### src/rtl/fft_stage_tm_pkg.sv
// Shared types and helpers for the time-multiplexed radix-2 FFT stage.
package fft_stage_tm_pkg;

    typedef enum logic [1:0] {
        ST_IDLE,
        ST_ISSUE,
        ST_DRAIN,
        ST_DONE
    } state_t;

    // Counter width that stays at least one bit for degenerate counts.
    function automatic int unsigned cnt_w(input int unsigned n);
        return (n > 1) ? $clog2(n) : 1;
    endfunction

endpackage

### src/rtl/fft_stage_tm_bf_core.sv
// One pipelined radix-2 butterfly (3-multiplier twiddle product) with
// per-result scaling or saturation; valid, pair index and data travel together.
module fft_stage_tm_bf_core
    import fft_stage_tm_pkg::*;
#(
    parameter int unsigned DW     = 8,
    parameter int unsigned TW     = 8,
    parameter int unsigned BF_LAT = 3,
    parameter int unsigned IW     = 3
) (
    input  logic                 clk,
    input  logic                 rst,
    input  logic                 in_valid,
    input  logic [IW-1:0]        in_idx,
    input  logic                 scale_en,
    input  logic signed [DW-1:0] a_re,
    input  logic signed [DW-1:0] a_im,
    input  logic signed [DW-1:0] b_re,
    input  logic signed [DW-1:0] b_im,
    input  logic signed [TW-1:0] c,
    input  logic signed [TW:0]   cps,
    input  logic signed [TW:0]   cms,
    output logic                 out_valid,
    output logic [IW-1:0]        out_idx,
    output logic [2*DW-1:0]      out_d,
    output logic [2*DW-1:0]      out_e,
    output logic                 out_ovf
);
    localparam int unsigned XW = DW + 1;
    localparam int unsigned PW = DW + TW + 2;
    localparam int unsigned RW = IW + 4*DW + 1;

    logic signed [XW-1:0] bdiff, pr, pi, a_re_x, a_im_x;
    logic signed [PW-1:0] z, bi_cps, br_cms;
    logic [DW:0]          fdr, fdi, fer, fei;
    logic [RW-1:0]        res;

    logic [BF_LAT-1:0]         vld;
    logic [BF_LAT-1:0][RW-1:0] dat;

    // {clip flag, result}: floor halving when scaling, otherwise clamp to DW bits.
    function automatic logic [DW:0] fit(input logic signed [XW-1:0] s, input logic sc);
        logic [DW:0] r;
        if (sc)
            r = {1'b0, s[DW:1]};
        else if (s[DW] != s[DW-1])
            r = {1'b1, s[DW], {(DW-1){~s[DW]}}};
        else
            r = {1'b0, s[DW-1:0]};
        return r;
    endfunction

    assign bdiff  = XW'(b_re) - XW'(b_im);
    assign z      = PW'(c) * PW'(bdiff);
    assign bi_cps = PW'(b_im) * PW'(cps);
    assign br_cms = PW'(b_re) * PW'(cms);
    assign pr     = XW'((z + bi_cps) >>> (TW-1));
    assign pi     = XW'((br_cms - z) >>> (TW-1));
    assign a_re_x = XW'(a_re);
    assign a_im_x = XW'(a_im);

    assign fdr = fit(a_re_x + pr, scale_en);
    assign fdi = fit(a_im_x + pi, scale_en);
    assign fer = fit(a_re_x - pr, scale_en);
    assign fei = fit(a_im_x - pi, scale_en);

    assign res = {in_idx, fdr[DW] | fdi[DW] | fer[DW] | fei[DW],
                  fei[DW-1:0], fer[DW-1:0], fdi[DW-1:0], fdr[DW-1:0]};

    // Delay line; synthesis retiming spreads the arithmetic across the stages.
    always_ff @(posedge clk or posedge rst) begin
        if (rst) begin
            vld <= '0;
            dat <= '0;
        end else begin
            vld[0] <= in_valid;
            dat[0] <= res;
            for (int unsigned k = 1; k < BF_LAT; k++) begin
                vld[k] <= vld[k-1];
                dat[k] <= dat[k-1];
            end
        end
    end

    assign out_valid = vld[BF_LAT-1];
    assign out_d     = dat[BF_LAT-1][2*DW-1:0];
    assign out_e     = dat[BF_LAT-1][4*DW-1:2*DW];
    assign out_ovf   = dat[BF_LAT-1][4*DW];
    assign out_idx   = dat[BF_LAT-1][RW-1:4*DW+1];

endmodule

### src/rtl/fft_stage_tm.sv
// Time-multiplexed radix-2 FFT stage: snapshots a frame, feeds PAR butterfly
// cores one group of pairs per cycle, and writes results back in place.
module fft_stage_tm
    import fft_stage_tm_pkg::*;
#(
    parameter int unsigned N      = 16,
    parameter int unsigned DW     = 8,
    parameter int unsigned TW     = 8,
    parameter int unsigned PAR    = 2,
    parameter int unsigned BF_LAT = 3
) (
    input  logic                    clk,
    input  logic                    rst,
    input  logic                    start_calc,
    input  logic                    scale_en,
    input  logic [N*2*DW-1:0]       input_regs,
    input  logic [N/2*TW-1:0]       c_regs,
    input  logic [N/2*(TW+1)-1:0]   cps_regs,
    input  logic [N/2*(TW+1)-1:0]   cms_regs,
    output logic [N*2*DW-1:0]       output_data,
    output logic                    data_valid,
    output logic                    busy,
    output logic                    overflow
);
    localparam int unsigned H   = N / 2;
    localparam int unsigned G   = H / PAR;
    localparam int unsigned EW  = 2 * DW;
    localparam int unsigned SW  = TW + 1;
    localparam int unsigned GW  = cnt_w(G);
    localparam int unsigned DRW = cnt_w(BF_LAT);
    localparam int unsigned IW  = cnt_w(H);

    state_t         state, state_nx;
    logic [GW-1:0]  grp, grp_nx;
    logic [DRW-1:0] dcnt, dcnt_nx;
    logic           issue, accept;

    logic [N*2*DW-1:0]     snap_in;
    logic [H*TW-1:0]       snap_c;
    logic [H*SW-1:0]       snap_cps, snap_cms;
    logic                  snap_scale;

    logic [PAR-1:0]  bv, bo;
    logic [IW-1:0]   bidx [PAR];
    logic [EW-1:0]   bd [PAR];
    logic [EW-1:0]   be [PAR];

    assign accept = (state == ST_IDLE) && start_calc;

    always_comb begin
        state_nx = state;
        grp_nx   = grp;
        dcnt_nx  = dcnt;
        issue    = 1'b0;
        case (state)
            ST_IDLE: begin
                if (start_calc) begin
                    state_nx = ST_ISSUE;
                    grp_nx   = '0;
                end
            end
            ST_ISSUE: begin
                issue = 1'b1;
                if (grp == GW'(G - 1)) begin
                    state_nx = ST_DRAIN;
                    dcnt_nx  = '0;
                end else begin
                    grp_nx = grp + GW'(1);
                end
            end
            ST_DRAIN: begin
                if (dcnt == DRW'(BF_LAT - 1))
                    state_nx = ST_DONE;
                else
                    dcnt_nx = dcnt + DRW'(1);
            end
            ST_DONE:  state_nx = ST_IDLE;
            default:  state_nx = ST_IDLE;
        endcase
    end

    // busy covers the data_valid cycle, which follows the DONE state.
    always_ff @(posedge clk or posedge rst) begin
        if (rst) begin
            state      <= ST_IDLE;
            grp        <= '0;
            dcnt       <= '0;
            busy       <= 1'b0;
            data_valid <= 1'b0;
        end else begin
            state      <= state_nx;
            grp        <= grp_nx;
            dcnt       <= dcnt_nx;
            busy       <= (state_nx != ST_IDLE) || (state == ST_DONE);
            data_valid <= (state == ST_DONE);
        end
    end

    always_ff @(posedge clk or posedge rst) begin
        if (rst) begin
            snap_in    <= '0;
            snap_c     <= '0;
            snap_cps   <= '0;
            snap_cms   <= '0;
            snap_scale <= 1'b0;
        end else if (accept) begin
            snap_in    <= input_regs;
            snap_c     <= c_regs;
            snap_cps   <= cps_regs;
            snap_cms   <= cms_regs;
            snap_scale <= scale_en;
        end
    end

    for (genvar p = 0; p < PAR; p++) begin : g_core
        logic [IW-1:0] pidx;
        assign pidx = IW'(32'(grp) * PAR + 32'(p));

        fft_stage_tm_bf_core #(
            .DW     (DW),
            .TW     (TW),
            .BF_LAT (BF_LAT),
            .IW     (IW)
        ) u_bf (
            .clk       (clk),
            .rst       (rst),
            .in_valid  (issue),
            .in_idx    (pidx),
            .scale_en  (snap_scale),
            .a_re      (snap_in[pidx*EW +: DW]),
            .a_im      (snap_in[pidx*EW + DW +: DW]),
            .b_re      (snap_in[(pidx + H)*EW +: DW]),
            .b_im      (snap_in[(pidx + H)*EW + DW +: DW]),
            .c         (snap_c[pidx*TW +: TW]),
            .cps       (snap_cps[pidx*SW +: SW]),
            .cms       (snap_cms[pidx*SW +: SW]),
            .out_valid (bv[p]),
            .out_idx   (bidx[p]),
            .out_d     (bd[p]),
            .out_e     (be[p]),
            .out_ovf   (bo[p])
        );
    end

    // Write-back demux: D to slot i, E to slot i+N/2; overflow is sticky per frame.
    always_ff @(posedge clk or posedge rst) begin
        if (rst) begin
            output_data <= '0;
            overflow    <= 1'b0;
        end else begin
            if (accept)
                overflow <= 1'b0;
            for (int p = 0; p < PAR; p++) begin
                if (bv[p]) begin
                    output_data[bidx[p]*EW +: EW]       <= bd[p];
                    output_data[(bidx[p] + H)*EW +: EW] <= be[p];
                    if (bo[p])
                        overflow <= 1'b1;
                end
            end
        end
    end

endmodule

### config.mk
export PLATFORM = sky130hd
export DESIGN_NAME = fft_stage_tm
export DESIGN_NICKNAME = d
export VERILOG_FILES = /design/src/rtl/fft_stage_tm_pkg.sv /design/src/rtl/fft_stage_tm_bf_core.sv /design/src/rtl/fft_stage_tm.sv
export SDC_FILE = /design/constraint.sdc
export NUM_CORES = 2
export LEC_CHECK = 0
export CAP_MARGIN = 20
export CORE_MARGIN = 5
export CORE_UTILIZATION = 52
export DETAILED_ROUTE_END_ITERATION = 6
export GPL_TIMING_DRIVEN = 0
export PLACE_DENSITY = 0.78
export SETUP_SLACK_MARGIN = 0.3
export SYNTH_ARGS = -nofsm -noshare
export SYNTH_HDL_FRONTEND = slang
export SYNTH_SLANG_ARGS = --single-unit
### constraint.sdc
create_clock -name clk -period 31.7 [get_ports clk]
set_input_delay 6.34 -clock clk [delete_from_list [all_inputs] [get_ports clk]]
set_output_delay 6.34 -clock clk [all_outputs]
set_load 0.02 [all_outputs]
## Yosys cells after proc, flatten, opt, wreduce, memory -nomap -nowiden

Cells that the tools add are included.

- Add/subtract/negate cells: 29
- $mul: 8
- Equal/unequal tests: 17
- Shift operators: 22
- Mux-type cells: 38
- Bitwise logic cells: 14
- Reductions and logical operators: 8

Operators by type and width:

| operator | number |
|---|---|
| $bwmux W256 | 4 |
| $shift A16 B34 Y256 const A | 4 |
| $shiftx A16 B34 Y256 | 4 |
| $mux W256 | 2 |
| $shiftx A256 B10 Y8 | 2 |
| $shiftx A256 B11 Y8 | 2 |
| $shiftx A256 B8 Y8 | 2 |
| $shiftx A256 B9 Y8 | 2 |
| $shiftx A72 B8 Y9 | 4 |
| $mux W9 | 16 |
| $shiftx A64 B7 Y8 | 2 |
| $mul A8 B9 Y16 | 6 |
| $neg A7 Y34 | 2 |
| $neg A9 Y34 | 2 |
| $add A8 B9 Y9 | 4 |
| $sub A8 B9 Y9 | 4 |
| $add A16 B16 Y16 | 2 |
| $sub A16 B16 Y16 | 2 |
| $add A3 B4 Y5 const B | 4 |
| $add A9 B4 Y10 const B | 2 |
| $sub A8 B8 Y9 | 2 |
| $add A7 B4 Y8 const B | 2 |
| $mux W2 | 7 |
| $eq A2 B2 Y1 const B | 4 |
| other kinds (17) | 49 |

- Register bits after elaboration: 949
- Input bits: 468
- Output and inout bits: 259
- Word-level logic and storage cells: 156

## Depth between registers and ports, before layout

- Depth after elaboration: 14
- Gate-level depth with buffers: 59
- Mapped depth without buffers: 53

## Cells and area by module

Synthesis repeated with hierarchy kept, for this count alone.

- Cells, all modules: 5629
- Area, all modules: 62372.3 µm²

Modules (own cells, without submodules):

| module | times used | cells an instance | area each (µm²) | seq. area each (µm²) |
|---|---|---|---|---|
| fft_stage_tm | 1 | 2875 | 34932.3 | 18267.5 |
| fft_stage_tm_bf_core (g_core[0].u_bf) | 1 | 1398 | 13868.3 | 2777.7 |
| fft_stage_tm_bf_core (g_core[1].u_bf) | 1 | 1356 | 13571.8 | 2777.7 |

## Worst setup path after synthesis

Ideal clock, no wire load.

- Path type: register to register
- Start point: register grp[0]
- End point: register g_core[1].u_bf.dat[1] in the netlist's numbering
- Setup time: 143 ps
- Data arrival time: 12840 ps
- Data required time: 31557 ps
- Slack: 18717 ps
- Cell stages (with the launch flop): 57
- Buffers on the path: 7
- Clock period less this slack: 12983 ps
- Cell sequence: dfrtp_1 buf_6 buf_4 buf_2 buf_2 buf_1 mux4_2 inv_1 ha_1 inv_1 fa_1 a211oi_1 o21bai_1 a21oi_1 xnor2_1 nand2_1 fa_1 fa_1 (+21 left out) o311ai_1 a31oi_1 nor2b_1 nor2_1 nor2b_1 nor2_1 xnor2_1 ha_1 clkbuf_1 nand2_1 o21ai_0 xor2_1 inv_1 ha_1 clkbuf_1 inv_1 a21oi_1 a22oi_1

- Cells in the longest elaborated chain, start to end: 11
- Elaborated cells between the ends (all ways): 18
- Classes of those cells: 6 x add/sub; 3 x mul; 1 x eq/ne; 5 x shift; 2 x mux; 1 x bitwise

Ends and longest elaborated chain:

| item | line | text |
|---|---|---|
| start: declaration | fft_stage_tm.sv:34 | `logic [GW-1:0] grp, grp_nx;` |
| start signal: assignment | fft_stage_tm.sv:92 | `grp <= grp_nx;` |
| $add A3 B1 Y3 * | fft_stage_tm.sv:117 | `assign pidx = IW'(32'(grp) * PAR + 32'(p));` |
| $add A3 B4 Y5 | fft_stage_tm.sv:132, fft_stage_tm.sv:133 |  |
| $add A9 B4 Y10 | fft_stage_tm.sv:133 | `.b_im (snap_in[(pidx + H)*EW + DW +: DW]),` |
| $shiftx A256 B11 Y8 | fft_stage_tm.sv:133 |  |
| $sub A8 B8 Y9 | fft_stage_tm_bf_core.sv:53 | `assign bdiff = XW'(b_re) - XW'(b_im);` |
| $mul A8 B9 Y16 | fft_stage_tm_bf_core.sv:54 | `assign z = PW'(c) * PW'(bdiff);` |
| $add A16 B16 Y16 | fft_stage_tm_bf_core.sv:57 | `assign pr = XW'((z + bi_cps) >>> (TW-1));` |
| $add A8 B9 Y9 * | fft_stage_tm_bf_core.sv:62 | `assign fdr = fit(a_re_x + pr, scale_en);` |
| $ne A1 B1 Y1 / $not A1 Y1 (equally long branches) | fft_stage_tm_bf_core.sv:46, fft_stage_tm_bf_core.sv:47 |  |
| $mux W9 | fft_stage_tm_bf_core.sv:46 | `else if (s[DW] != s[DW-1])` |
| $mux W9 * | fft_stage_tm_bf_core.sv:44 | `if (sc)` |
| named net g_core[1].u_bf.fdr[1] | fft_stage_tm_bf_core.sv:35 | `logic [DW:0] fdr, fdi, fer, fei;` |
| end signal: indexed assignment | fft_stage_tm_bf_core.sv:80 | `dat[k] <= dat[k-1];` |
| end: declaration | fft_stage_tm_bf_core.sv:39 | `logic [BF_LAT-1:0][RW-1:0] dat;` |

Mark *: on every way through the listed nets, which the timed path passes. The rest lies on a longest branch.
A chain may end at the register's enable or synchronous reset.

## Worst setup path in the final report

- Start point: register grp[1]
- End point: register g_core[1].u_bf.dat[11] in the netlist's numbering

- Cells in the longest elaborated chain, start to end: 11
- Elaborated cells between the ends (all ways): 19
- Classes of those cells: 7 x add/sub; 3 x mul; 1 x eq/ne; 5 x shift; 2 x mux; 1 x bitwise

Ends and longest elaborated chain:

| item | line | text |
|---|---|---|
| $add A3 B1 Y3 * | fft_stage_tm.sv:117 |  |
| $add A3 B4 Y5 | fft_stage_tm.sv:132, fft_stage_tm.sv:133 |  |
| $add A9 B4 Y10 | fft_stage_tm.sv:133 |  |
| $shiftx A256 B11 Y8 | fft_stage_tm.sv:133 |  |
| $sub A8 B8 Y9 | fft_stage_tm_bf_core.sv:53 |  |
| $mul A8 B9 Y16 | fft_stage_tm_bf_core.sv:54 |  |
| $sub A16 B16 Y16 | fft_stage_tm_bf_core.sv:58 | `assign pi = XW'((br_cms - z) >>> (TW-1));` |
| $add A8 B9 Y9 * | fft_stage_tm_bf_core.sv:63 | `assign fdi = fit(a_im_x + pi, scale_en);` |
| $ne A1 B1 Y1 / $not A1 Y1 (equally long branches) | fft_stage_tm_bf_core.sv:46, fft_stage_tm_bf_core.sv:47 |  |
| $mux W9 | fft_stage_tm_bf_core.sv:46 |  |
| $mux W9 * | fft_stage_tm_bf_core.sv:44 |  |
| named net g_core[1].u_bf.fdi[3] | fft_stage_tm_bf_core.sv:35 |  |

Marked as above.

==> results.txt <==
result of the run: finished, violations left
failing checks: design-rule violations
first-pass GRT wire length: 314000 um
cell family with the largest share of critical-path delay: adder cells
startpoint type of the worst setup path: flop
largest area contributor in the netlist: sky130_fd_sc_hd__dfrtp_1
Required @ worst endpoint: 32.27 ns
initial core utilization: 52.3%
hold path endpoint: g_core[0].u_bf.out_d[4]
Die Area: 122000 sq um
total of buffers placed on input and output ports: 726
internal reg-to-reg setup slack: 15.33 ns
DP Cell Count: 7775
Max H-tree Level: 3
clock slew at reported path FFs: 0.06 ns
Hold Startpoint: g_core[0].u_bf.dat[40]
critical-path maximum fanout: 11
global placer's final weighted congestion: 1.04
part of the Yosys area used for sequential elements: 39.3%
synth warn: 0
post-DR wirelength/cell: 26.8 um
core footprint: 114000 sq um
most used standard cell by instance count after synthesis: sky130_fd_sc_hd__dfrtp_1
antenna violations before repair: 35
cell with the largest stage delay on the worst path: sky130_fd_sc_hd__buf_1
number of nets with antenna violations after detailed routing: 0
total wirelength of the detailed-routed design: 214000 um
final worst path period share: 51.6%
std cell rows: 124
clock tree buffer depth: 3
syn_nets: 6670
drt initial violations: 4319
final number of setup-violating endpoints: 0
number of max-cap violations: 0
worst setup skew after layout: 0.0627 ns
total congestion overflow: 0
biggest cell delay along the critical path: 0.92 ns
height of the chip: 349 um
mapped cell area: 59800 sq um
clk_lat worst skew: 0.71 ns
synth top area cells: sky130_fd_sc_hd__dfrtp_1, sky130_fd_sc_hd__fa_1, sky130_fd_sc_hd__mux2_2
unrepaired setup endpoints after global routing: no
transition time of the tightest slew-check pin: 1.29 ns
routed wl met3: 22600 um
clk root buf: sky130_fd_sc_hd__clkbuf_16
flip-flop and latch count after synthesis: 940
Gate Count Post-Synth: 5488
TritonCTS clock tree: yes
DIE WIDTH: 349 um
number of nets in the final layout: 7549
DP HPWL: 171000 um
Sinks on Clock Net: 940
design area: 73300 sq um
number of stages on the worst hold path: 0
number of endpoints with negative hold slack in the final report: 0
WP data arrival: 16.94 ns
clock buffer count from CTS: 99
number of enable flip-flop cells after synthesis: 0
peak clock frequency supported by timing: 61.1 MHz
pin count of the biggest net entering global routing: 45
top cells by instance count after synthesis: sky130_fd_sc_hd__dfrtp_1, sky130_fd_sc_hd__inv_1, sky130_fd_sc_hd__nand2_1, sky130_fd_sc_hd__mux2_2, sky130_fd_sc_hd__fa_1
end of the worst register-to-register path: g_core[1].u_bf.dat[11]
max-slew violation count: 0
routed length on met2: 97000 um
CTS resizes: 0
via count of the first global-routing pass: 48900
most instantiated flip-flop cell in the synthesis netlist: sky130_fd_sc_hd__dfrtp_1
Critical Path Sink Type: flop
CP most frequent cell: sky130_fd_sc_hd__fa_1
Overall Global Routing Usage: 34.8%
post-detailed-route DRC marker count: 3
area grow syn2layout: 22.6%
routed vias/inst: 5.86
topmost layer with routed signal wires: met5
share of async-settable or async-resettable flops after synthesis: 100%
layout filler cell count: 8822
postcts setup bufs: 0
worst min-delay path class: reg -> reg
relative slew slack: 13.7%
length of routed wiring on met1: 75600 um
distinct cell type count after synthesis: 75
fraction of synthesized cell area taken by the top area cell type: 39.3%
fraction of layout cells with a size suffix above 1: 13.0%
final setup TNS: 0 ns
Boundary Pins: 727
First-pass DRT Iterations: 7
count of non-filler cells in the finished layout: 7981
logic depth of the worst register-to-register path: 53
Avg Cell Area, Syn: 10.9 sq um
DR vias: 46800
source of the worst register-to-register timing path: grp[1]
min cycle time layout: 16.37 ns
number of buffers inserted by hold repair at cts: 0
CP Class: reg -> reg
Crit path buffers/inverters: 15
Post-Place Cell Area: 69800 sq um
placed cells by master (no fill, tap or decap), types with 237 or more instances in the layout:
cell type                         synthesis  final
sky130_fd_sc_hd__inv_1                  579    578
sky130_fd_sc_hd__a21oi_1                344    344
sky130_fd_sc_hd__nand2_1                537    537
sky130_fd_sc_hd__nor2_1                 330    330
sky130_fd_sc_hd__mux2_2                 470    470
sky130_fd_sc_hd__clkdlybuf4s50_1          0    726
sky130_fd_sc_hd__dfrtp_1                940    940
sky130_fd_sc_hd__fa_1                   408    408
sky130_fd_sc_hd__clkbuf_1               237    251
sky130_fd_sc_hd__o21ai_0                237    237
sky130_fd_sc_hd__ha_1                   306    306
cell type report:
class	count	area (sq um)	share of cell area, %
Timing Repair Buffer	778	8170	11.1
Sequential cell	940	23500	32.1
Antenna cell	21	52.6	0.0717
Clock inverter	50	648	0.884
Clock buffer	132	2750	3.75
Multi-Input combinational cell	3694	33000	45.0
Buffer	274	1080	1.47
Tap cell	1512	1890	2.58
Inverter	580	2180	2.97
kinds of logic (layout without fill, tap and decap cells):
logic type | count (synthesis) | in the layout | synth area share, %
and+or+nand+nor | 1261 | 1261 | 9.55
DFF | 940 | 940 | 39.3
AOI/OAI and AO/OA | 910 | 910 | 9.09
buffers and inverters | 854 | 1814 | 5.42
adders and majority gates | 714 | 714 | 20.1
muxes | 619 | 619 | 13.7
xor gates and xnor gates | 189 | 189 | 2.83
other | 1 | 22 | 0.00627
worst max path at each step:
stage,cells past startpoint,to,slack (ns),startpoint
floorplan,1,busy,12.42,rst
global placement,2,snap_cps[36],7.14,rst
detailed placement,58,g_core[1].u_bf.dat[1],15.46,grp[1]
CTS,58,g_core[1].u_bf.dat[1],15.38,grp[1]
global route,58,g_core[1].u_bf.dat[1],14.48,grp[1]
finish,53,g_core[1].u_bf.dat[11],15.33,grp[1]
per-stage QoR:
step	util, %	hold WS [ns]	setup WS [ns]
after floorplan	-	0.331	12.42
after global placement	60.3	0.332	7.14
after detailed placement	61.1	0.335	15.46
after CTS	64.0	0.337	15.38
after global routing	64.1	0.347	14.48
final	64.1	0.331	15.33
flip-flops by register name, summed over array words and instances (netlist names):
signal,cells
output_data,256
snap_in,256
g_core.u_bf.dat,138
snap_cms,72
snap_cps,72
snap_c,64
g_core.u_bf.out_d,32
g_core.u_bf.out_e,32
g_core.u_bf.out_idx,3
g_core.u_bf.vld,3
dcnt,2
g_core.u_bf.out_ovf,2
grp,2
state,2
busy,1
data_valid,1
overflow,1
snap_scale,1
metal layers:
metal,global-route usage [%],up-vias
li1,-,20100
met1,41.2,23400
met2,54.6,2473
met3,10.7,715
met4,24.2,30
met5,0,-
Power is not shown: default switching activity piles up to over one toggle a cycle in this logic, so the estimate is an artifact.
